[config.mk]
export PLATFORM = sky130hd
export DESIGN_NAME = rocketcpu_dma
export DESIGN_NICKNAME = d
export VERILOG_FILES = /design/src/rtl/rocketcpu_pkg.sv /design/src/rtl/rocketcpu_dma_regs.sv /design/src/rtl/rocketcpu_dma.sv
export SDC_FILE = /design/constraint.sdc
export NUM_CORES = 1
export LEC_CHECK = 0
export ABC_AREA = 0
export CORE_ASPECT_RATIO = 1.2
export CORE_UTILIZATION = 40
export CTS_CLUSTER_SIZE = 12
export DETAILED_ROUTE_END_ITERATION = 8
export MAX_ROUTING_LAYER = met4
export SYNTH_ARGS = -nofsm -noshare
export SYNTH_HDL_FRONTEND = slang
export SYNTH_SLANG_ARGS = --single-unit
[constraint.sdc]
create_clock -name i_wb_clk -period 2.8 [get_ports i_wb_clk]
set_input_delay 0.7 -clock i_wb_clk [delete_from_list [all_inputs] [get_ports i_wb_clk]]
set_output_delay 0.7 -clock i_wb_clk [all_outputs]
set_load 0.01 [all_outputs]
[src/rtl/rocketcpu_pkg.sv]
// Shared definitions for the word-copy DMA: register map, CTRL bits, FSM encoding.
// No logic; constants and types only.
// Initiator request bundle is kept as one packed struct so it registers as a unit.
package rocketcpu_pkg;

  // Slave register offsets, decoded from adr[3:2]
  localparam logic [1:0] REG_SRC  = 2'd0;
  localparam logic [1:0] REG_DST  = 2'd1;
  localparam logic [1:0] REG_LEN  = 2'd2;
  localparam logic [1:0] REG_CTRL = 2'd3;

  // CTRL write bits
  localparam int CTRL_START    = 0;
  localparam int CTRL_IRQ_EN   = 1;
  localparam int CTRL_CLR_DONE = 2;
  localparam int CTRL_ABORT    = 3;

  // CTRL read (status) bits
  localparam int STAT_BUSY   = 0;
  localparam int STAT_DONE   = 1;
  localparam int STAT_IRQ_EN = 2;

  typedef enum logic [1:0] {
    IDLE = 2'd0,
    RD   = 2'd1,
    WR   = 2'd2
  } dma_state_t;

  // Registered initiator request
  typedef struct packed {
    logic        cyc;
    logic        we;
    logic [31:0] adr;
    logic [31:0] dat;
  } m_req_t;

endpackage

[src/rtl/rocketcpu_dma_regs.sv]
// Wishbone slave register file for the DMA: SRC/DST/LEN/CTRL plus done/irq_en state.
// Latency: ack and read data registered, one cycle after cyc rises; single ack per cyc.
// Backpressure: none; every access is acked once, writes to busy-locked registers are dropped.
module rocketcpu_dma_regs
  import rocketcpu_pkg::*;
#(
  parameter int LEN_W = 16
) (
  input  logic             wb_clk,
  input  logic             reset,
  input  logic [31:0]      i_wb_adr,
  input  logic [31:0]      i_wb_dat,
  input  logic [3:0]       i_wb_sel,
  input  logic             i_wb_we,
  input  logic             i_wb_cyc,
  output logic [31:0]      o_wb_rdt,
  output logic             o_wb_ack,
  input  logic             busy,
  input  logic             done_set,
  output logic [31:0]      src,
  output logic [31:0]      dst,
  output logic [LEN_W-1:0] len,
  output logic             irq_en,
  output logic             done,
  output logic             start,
  output logic             abort
);

  logic        cyc_q;
  logic        wb_hit;
  logic        wr_en;
  logic        ctrl_wr;
  logic [1:0]  reg_sel;
  logic [31:0] rd_mux;

  // Address bits outside [3:2] and byte selects carry no meaning here
  wire unused_ok = &{1'b0, i_wb_sel, i_wb_adr[31:4], i_wb_adr[1:0]};

  // An access is served only on the rising edge of cyc, so a held cyc cannot double-ack
  assign wb_hit  = i_wb_cyc & ~cyc_q;
  assign wr_en   = wb_hit & i_wb_we;
  assign reg_sel = i_wb_adr[3:2];
  assign ctrl_wr = wr_en & (reg_sel == REG_CTRL);
  assign start   = ctrl_wr & i_wb_dat[CTRL_START] & ~busy;
  assign abort   = ctrl_wr & i_wb_dat[CTRL_ABORT] & busy;

  // Read mux; LEN is zero-extended
  always_comb begin
    rd_mux = 32'd0;
    case (reg_sel)
      REG_SRC:  rd_mux = src;
      REG_DST:  rd_mux = dst;
      REG_LEN:  rd_mux = {{(32 - LEN_W){1'b0}}, len};
      default: begin
        rd_mux[STAT_BUSY]   = busy;
        rd_mux[STAT_DONE]   = done;
        rd_mux[STAT_IRQ_EN] = irq_en;
      end
    endcase
  end

  // Slave handshake: one-cycle ack, read data only while ack is high
  always_ff @(posedge wb_clk) begin
    if (reset) begin
      cyc_q    <= 1'b0;
      o_wb_ack <= 1'b0;
      o_wb_rdt <= 32'd0;
    end else begin
      cyc_q    <= i_wb_cyc;
      o_wb_ack <= wb_hit;
      o_wb_rdt <= (wb_hit & ~i_wb_we) ? rd_mux : 32'd0;
    end
  end

  // Register file; address registers are locked while a transfer runs
  always_ff @(posedge wb_clk) begin
    if (reset) begin
      src    <= 32'd0;
      dst    <= 32'd0;
      len    <= '0;
      irq_en <= 1'b0;
      done   <= 1'b0;
    end else begin
      if (wr_en && !busy) begin
        case (reg_sel)
          REG_SRC: src <= {i_wb_dat[31:2], 2'b00};
          REG_DST: dst <= {i_wb_dat[31:2], 2'b00};
          REG_LEN: len <= i_wb_dat[LEN_W-1:0];
          default: ;
        endcase
      end
      if (ctrl_wr) irq_en <= i_wb_dat[CTRL_IRQ_EN];
      // Completion beats start (zero-length start completes at once); start beats clear
      if (done_set)                            done <= 1'b1;
      else if (start)                          done <= 1'b0;
      else if (ctrl_wr && i_wb_dat[CTRL_CLR_DONE]) done <= 1'b0;
    end
  end

endmodule

[src/rtl/rocketcpu_dma.sv]
// Single-channel word-copy DMA: reads SRC, writes DST, LEN words, irq on completion.
// Latency: 2 bus transactions per word, each followed by a one-cycle cyc gap (4 cycles/word at zero wait).
// Backpressure: holds cyc/adr/we/dat stable until i_m_ack; abort waits for the in-flight ack.
module rocketcpu_dma
  import rocketcpu_pkg::*;
#(
  parameter int LEN_W = 16
) (
  input  logic        i_wb_clk,
  input  logic        reset,
  input  logic [31:0] i_wb_adr,
  input  logic [31:0] i_wb_dat,
  input  logic [3:0]  i_wb_sel,
  input  logic        i_wb_we,
  input  logic        i_wb_cyc,
  output logic [31:0] o_wb_rdt,
  output logic        o_wb_ack,
  output logic [31:0] o_m_adr,
  output logic [31:0] o_m_dat,
  output logic [3:0]  o_m_sel,
  output logic        o_m_we,
  output logic        o_m_cyc,
  input  logic [31:0] i_m_rdt,
  input  logic        i_m_ack,
  output logic        o_irq
);

  dma_state_t       state;
  m_req_t           req;
  logic [31:0]      src, dst, addr_src, addr_dst, rbuf;
  logic [LEN_W-1:0] len, count;
  logic             irq_en, done, start, abort, busy, done_set;
  logic             abort_pend, abort_any, m_done, gap_abort, last_xfer;

  rocketcpu_dma_regs #(.LEN_W(LEN_W)) u_regs (
    .wb_clk   (i_wb_clk),
    .reset    (reset),
    .i_wb_adr (i_wb_adr),
    .i_wb_dat (i_wb_dat),
    .i_wb_sel (i_wb_sel),
    .i_wb_we  (i_wb_we),
    .i_wb_cyc (i_wb_cyc),
    .o_wb_rdt (o_wb_rdt),
    .o_wb_ack (o_wb_ack),
    .busy     (busy),
    .done_set (done_set),
    .src      (src),
    .dst      (dst),
    .len      (len),
    .irq_en   (irq_en),
    .done     (done),
    .start    (start),
    .abort    (abort)
  );

  assign busy      = (state != IDLE);
  assign abort_any = abort_pend | abort;
  assign m_done    = req.cyc & i_m_ack;
  // An abort seen during the inter-transaction gap stops before issuing anything new
  assign gap_abort = busy & ~req.cyc & abort_any;
  assign last_xfer = m_done & (((state == RD) & abort_any) |
                               ((state == WR) & ((count == LEN_W'(1)) | abort_any)));
  assign done_set  = ((state == IDLE) & start & (len == '0)) | last_xfer | gap_abort;

  assign o_m_cyc = req.cyc;
  assign o_m_we  = req.we;
  assign o_m_adr = req.adr;
  assign o_m_dat = req.dat;
  assign o_m_sel = 4'hF;
  assign o_irq   = done & irq_en;

  // Copy FSM: IDLE -> RD -> gap -> WR -> gap -> RD ... with registered initiator request
  always_ff @(posedge i_wb_clk) begin
    if (reset) begin
      state      <= IDLE;
      req        <= '0;
      addr_src   <= 32'd0;
      addr_dst   <= 32'd0;
      count      <= '0;
      rbuf       <= 32'd0;
      abort_pend <= 1'b0;
    end else begin
      if (abort) abort_pend <= 1'b1;
      case (state)
        IDLE: begin
          if (start) begin
            addr_src   <= src;
            addr_dst   <= dst;
            count      <= len;
            abort_pend <= 1'b0;
            if (len != '0) begin
              state   <= RD;
              req.cyc <= 1'b1;
              req.we  <= 1'b0;
              req.adr <= src;
            end
          end
        end
        RD: begin
          if (!req.cyc) begin
            if (abort_any) begin
              state <= IDLE;
            end else begin
              req.cyc <= 1'b1;
              req.we  <= 1'b0;
              req.adr <= addr_src;
            end
          end else if (i_m_ack) begin
            rbuf    <= i_m_rdt;
            req.cyc <= 1'b0;
            state   <= abort_any ? IDLE : WR;
          end
        end
        WR: begin
          if (!req.cyc) begin
            if (abort_any) begin
              state <= IDLE;
            end else begin
              req.cyc <= 1'b1;
              req.we  <= 1'b1;
              req.adr <= addr_dst;
              req.dat <= rbuf;
            end
          end else if (i_m_ack) begin
            req.cyc  <= 1'b0;
            req.we   <= 1'b0;
            addr_src <= addr_src + 32'd4;
            addr_dst <= addr_dst + 32'd4;
            count    <= count - LEN_W'(1);
            state    <= ((count == LEN_W'(1)) || abort_any) ? IDLE : RD;
          end
        end
        default: state <= IDLE;
      endcase
    end
  end

endmodule

### Word-level counts from Yosys, hierarchy flattened

Cells that the tools add are included.

* muxes and demuxes: 41
* bitwise gates (word level): 28
* reduce and logical (&&, ||, !) cells: 23
* add/sub/neg operators: 3
* equal/unequal tests: 17

Operators by type and width (count)
* two-way mux 32 bit: 6
* case mux 32 bit (2 select lines): 2
* two-way mux 34 bit: 3
* case mux 34 bit (3 select lines): 1
* case mux 29 bit (3 select lines): 1
* two-way mux 66 bit: 1
* adder 32 x 3 -> 32 bit, second input constant: 2
* two-way mux 64 bit: 1
* two-way mux 16 bit: 3
* two-way mux 33 bit: 1
* case mux 16 bit (2 select lines): 1
* two-way mux 2 bit: 10
* bitwise AND 1 bit: 17
* equality test 16 x 1 -> 1 bit, second input constant: 1
* logical NOT 16 bit: 1
* nonzero test 16 bit: 1
* subtractor 16 x 1 -> 16 bit, second input constant: 1
* != test 2 bit, second input constant: 7
* AND reduction 7 bit: 2
* two-way mux 1 bit: 9
* != test 3 bit, second input constant: 3
* case mux 3 bit (3 select lines): 1
* AND reduction 3 bit: 3
* AND reduction 4 bit: 2
* 14 further kinds: 32

* register bits: 293
* word-level logic and storage cells: 130
* input port bits: 105
* output and inout port bits: 104

### Logic depth before layout (Yosys ltp)

* depth after elaboration: 14
* mapped depth: 10
* depth with buffers taken out: 7

### Modules after synthesis

From an unflattened synthesis, not the netlist that was laid out.

* cells, all modules: 1718
* area total of the unflattened synthesis: 14087.3 um2

Modules (own cells, without submodules)
* rocketcpu_dma: sequential area each 3623.5 um2, cells each 1284, area an instance 9394.0 um2, times used 1
* rocketcpu_dma_regs: sequential area each 2242.2 um2, cells each 434, area an instance 4693.3 um2, times used 1

### Worst setup path before layout

Ideal clock, no wire load.

* path kind: input port to flip-flop
* from: in i_wb_adr[2]
* to: reg addr_src[14]
* data required time: 2676 ps
* data arrival time: 1985 ps
* setup slack: 691 ps
* path buffers: 2
* setup time: 124 ps
* cell stages on the path: 7
* path through: buf_2 > nand3_1 > o21ai_1 > nand2_1 > clkbuf_1 > o41ai_1 > nor2_1

* word-level cells in the longest chain between the ends: 6

Ends and longest elaborated chain
* start, declared: RTL line rocketcpu_dma.sv:11 `input logic [31:0] i_wb_adr,`
* equality test 2 bit: RTL line rocketcpu_dma_regs.sv:43 `assign ctrl_wr = wr_en & (reg_sel == REG_CTRL);`
* bitwise AND 1 bit: RTL line rocketcpu_dma_regs.sv:43
* bitwise AND 1 bit (2 in series): RTL line rocketcpu_dma_regs.sv:44 `assign start = ctrl_wr & i_wb_dat[CTRL_START] & ~busy;`
* != test 2 bit (no line)
* AND reduction 4 bit (no line)
* end signal, assigned: RTL line rocketcpu_dma.sv:87 `addr_src <= src;`
* end signal, assigned: RTL line rocketcpu_dma.sv:127 `addr_src <= addr_src + 32'd4;`
* end, declared: RTL line rocketcpu_dma.sv:30 `logic [31:0] src, dst, addr_src, addr_dst, rbuf;`

Every way passes these cells.
A chain may end at the register's enable or synchronous reset.

### Worst setup path in the final report

* from: reg req (netlist bit o_m_cyc)
* to: out o_m_cyc

RTL lines
* start, declared: RTL line rocketcpu_dma.sv:29 `m_req_t req;`
* end, declared: RTL line rocketcpu_dma.sv:22 `output logic o_m_cyc,`

No word-level cell between the ends.

==> metrics.log <==
INFO  metric floorplan.io_pins = 209
INFO  metric synth_seq_cells = 288
INFO  metric cts.repair.resized = 0
INFO  metric grt_max_degree = 67
INFO  metric setup.worst_path.end_class = output port
INFO  metric clock_buffers_created_by_tritoncts = 31
INFO  metric area_growth = 26.0%
INFO  metric timing.clock.skew = 10.0 ps
INFO  metric wire_length_of_the_first_global_routing_pass = 70.8 mm
INFO  metric drt_initial_violations = 1224
INFO  metric number_of_global_route_vias_before_repair = 12692
INFO  metric global_route.overflow_total = 0
INFO  metric synth_seq_area_share = 43.3%
INFO  metric finalCriticalPeriod = 2550 ps
INFO  metric max_freq = 0.393 GHz
INFO  metric hold_viol = 0
INFO  metric worst-endpoint-arrival = 1850 ps
INFO  metric sequential_cell_area = 5770 um^2
INFO  metric slowest_stage = sky130_fd_sc_hd__dfxtp_1
INFO  metric critPathRequiredTime = 2100 ps
INFO  metric critical_path.max_stage_delay = 640 ps
INFO  metric power.static_leakage = 5.52 nW
INFO  metric synth_flop_cell = sky130_fd_sc_hd__dfxtp_1
INFO  metric placeableCoreArea = 32500 um^2
INFO  metric die_outline_area = 34000 um^2
INFO  metric asyncSetResetFlopFracSynth = 0%
INFO  metric synth.lib_cells_used.distinct = 75
INFO  metric ctsRootBufferMaster = sky130_fd_sc_hd__clkbuf_16
INFO  metric overall_via_count_from_detail_route = 13345
INFO  metric crit_path_start_kind = flop
INFO  metric initial_core_util = 40.9%
INFO  metric worstSkewPairLatency = 580 ps
INFO  metric finalCritPeriodShare = 90.9%
INFO  metric report.final.slew_viol_count = 0
INFO  metric antenna_left = 0
INFO  metric yosysWarnings = 0
INFO  metric cellPowerDensity = 659 nW/um^2
INFO  metric antenna_found_initial = 0
INFO  metric avgSynthCellArea = 7.64 um^2
INFO  metric clock_sinks = 288
INFO  metric syn-cell-area = 13300 um^2
INFO  metric worst_path_dominant_cell_family = flip-flops
INFO  metric clock_path_buffers = 3
INFO  metric register_clock_pin_slew_on_the_reported_worst_setup_and_hold_paths = 60 ps
INFO  metric unrepaired_setup_endpoints_after_global_routing = false
INFO  metric worstSetupPathType = flop to output port
INFO  metric layout_cell_share_with_drive_strength_beyond_1 = 8.11%
INFO  metric status = completed
INFO  metric timing.max_slew.rel_slack = 51.6%
INFO  metric setup_ws = 255 ps
INFO  metric drt_pre_antenna_iters = 9
INFO  metric portBuffers = 170
INFO  metric antenna_cells = 0
INFO  metric worstMarginPinSlew = 727 ps
INFO  metric tritoncts = yes
INFO  metric path_cells = clkdlybuf4s50_1
INFO  metric cts_hold_buffers = 0
INFO  metric postRouteWirelength = 45.6 mm
INFO  metric grt.total_usage = 27.3%
INFO  metric post_synth_inst_count = 1743
INFO  metric globalplace.congestion = 0.946
INFO  metric die_extent_in_x = 169 um
INFO  metric remaining_drc_errors = 0
INFO  metric max_cap_viol_count = 0
INFO  metric n_fill_cell = 3149
INFO  metric std_cell_rows = 72
INFO  metric synth-edff-count = 0
INFO  metric fp.dieH = 202 um
INFO  metric htree_num_levels = 1
INFO  metric design.final.nets = 1990
INFO  metric dpl_worst_slack = -3.74 ps
INFO  metric detailed_place.area = 15800 um^2
INFO  metric peak_supply_drop = 0.452 mV
INFO  metric hold_class = flop to flop
INFO  metric setup_viol = 0
INFO  metric via_per_inst = 5.70
INFO  metric worstPathBufferInverterCount = 1
INFO  metric multi_input_area = 6820 um^2
INFO  metric finish.instance_area = 16800 um^2
INFO  metric detailedPlacementHpwl = 31.6 mm
INFO  metric average_wire_per_standard_cell = 19.5 um
INFO  metric post-cts-setup-buffer-count = 0
INFO  metric worst-path-max-fanout = 11
[worst reg2reg max path: cells and delay by family (launching register included)]
family,cells,cell delay [ps]
AO/OA/AOI/OAI,2,400
buffers and inverters,3,760
adder cells (fa/ha/maj),1,370
AND/OR/NAND/NOR,3,450
flip-flops,1,340
[cells in the final DEF (no fill, tap or decap), drive strengths merged, types with 4 or more instances in the layout]
cell,synthesis,routed
o221ai,5,5
nor4,18,18
or3,11,11
o21ai,59,59
and4,7,7
and2,11,11
nand4,24,24
dfxtp,288,288
nand2b,8,8
nand2,346,346
a211o,4,4
nor2,117,117
nand3,35,35
a22o,5,5
clkdlybuf4s50,0,168
and3,17,17
o32ai,6,6
mux2i,34,34
buf,36,76
inv,49,50
conb,1,4
a22oi,34,34
a21oi,248,248
nor2b,11,11
clkbuf,110,46
o31ai,10,10
or4,6,6
ha,8,8
a41oi,4,4
a211oi,20,20
o22ai,42,42
a31oi,20,20
o21a,5,5
o221a,5,5
a311oi,7,7
nor3,91,91
[report_power, final]
group / total [mW] / internal (mW) / switching, mW
registers: 4.73 / 4.40 / 0.330
clock network: 4.19 / 2.48 / 1.71
logic: 2.15 / 0.936 / 1.21
total: 11.1 / 7.81 / 3.25
[metrics by stage]
step	power [mW]	utilization (%)	std cells	hold slack, ps	TNS [ps]
5_1_grt	11.5	51.6	2342	468	0
4_1_cts	11.1	51.6	2342	445	0
6_report	11.1	51.6	2342	445	0
2_1_floorplan	5.96	-	1746	432	0
3_3_place_gp	6.92	48.4	2288	436	0
3_5_place_dp	6.95	48.4	2288	442	-3.74
[cells by family after synthesis]
logic type,share of synthesized area [%]
compound gates,22.6
fa+ha+maj,0.752
buf+inv,5.86
flops,43.3
mux,2.90
other cells,0.0282
simple gates,24.5
[per-layer routing]
layer	part of all wire, %	GRT usage, %	vias to the layer above
li1	-	-	6440
met5	0	-	-
met3	6.5	4.31	136
met4	6.3	15.6	0
met1	39	31.2	6243
met2	48	45.3	526
[flip-flops by register name (all words and copies together), names as in the netlist, 2 cells and up]
register,cells
o_m_dat,32
rbuf,32
u_regs.o_wb_rdt,32
o_m_adr,31
addr_dst,30
addr_src,30
u_regs.dst,30
u_regs.src,30
count,16
u_regs.len,16
state,2
[synthesized netlist by cell type, types with 9 or more instances]
cell type                  instances  area (um^2)
sky130_fd_sc_hd__nand2_1         346         1300
sky130_fd_sc_hd__dfxtp_1         288         5770
sky130_fd_sc_hd__a21oi_1         248         1240
sky130_fd_sc_hd__nor2_1          116          435
sky130_fd_sc_hd__clkbuf_1        110          413
sky130_fd_sc_hd__nor3_1           89          445
sky130_fd_sc_hd__inv_1            49          184
sky130_fd_sc_hd__o21ai_0          48          240
sky130_fd_sc_hd__o22ai_1          42          263
sky130_fd_sc_hd__a22oi_1          34          255
sky130_fd_sc_hd__mux2i_1          34          340
sky130_fd_sc_hd__nand3_1          34          170
sky130_fd_sc_hd__nand4_1          24          150
sky130_fd_sc_hd__a211oi_1         20          150
sky130_fd_sc_hd__a31oi_1          20          125
sky130_fd_sc_hd__and3_1           17          106
sky130_fd_sc_hd__buf_2            17         85.1
sky130_fd_sc_hd__buf_1            13         48.8
sky130_fd_sc_hd__nor4_1           13         81.3
sky130_fd_sc_hd__and2_1           11         68.8
sky130_fd_sc_hd__nor2b_1          11         68.8
sky130_fd_sc_hd__o21ai_1          11         55.1
sky130_fd_sc_hd__or3_1            11         68.8
sky130_fd_sc_hd__o31ai_1           9         67.6
[final cells by class]
class                   count  area share (%)
flip-flops and latches    288            34.4
clock buffers              46            5.38
multi-input cells        1263            40.7
well taps                 444            3.31
clock inverters             8           0.723
inverters                  49            1.10
repair buffers            244            14.5
[final timing paths]
path / endpoint / slack, ps / cells after the start / from
setup / recovery: o_m_cyc / 250 / 1 / o_m_cyc$_SDFFE_PP0P_
hold / removal: o_m_dat[25]$_SDFFE_PP0P_ / 450 / 2 / rbuf[25]$_SDFFE_PP0P_
setup reg to reg: state[1]$_SDFFE_PP0P_ / 390 / 9 / state[0]$_SDFFE_PP0P_
hold reg to reg: o_m_dat[25]$_SDFFE_PP0P_ / 450 / 2 / rbuf[25]$_SDFFE_PP0P_
Power figures use the tool's default switching activity.
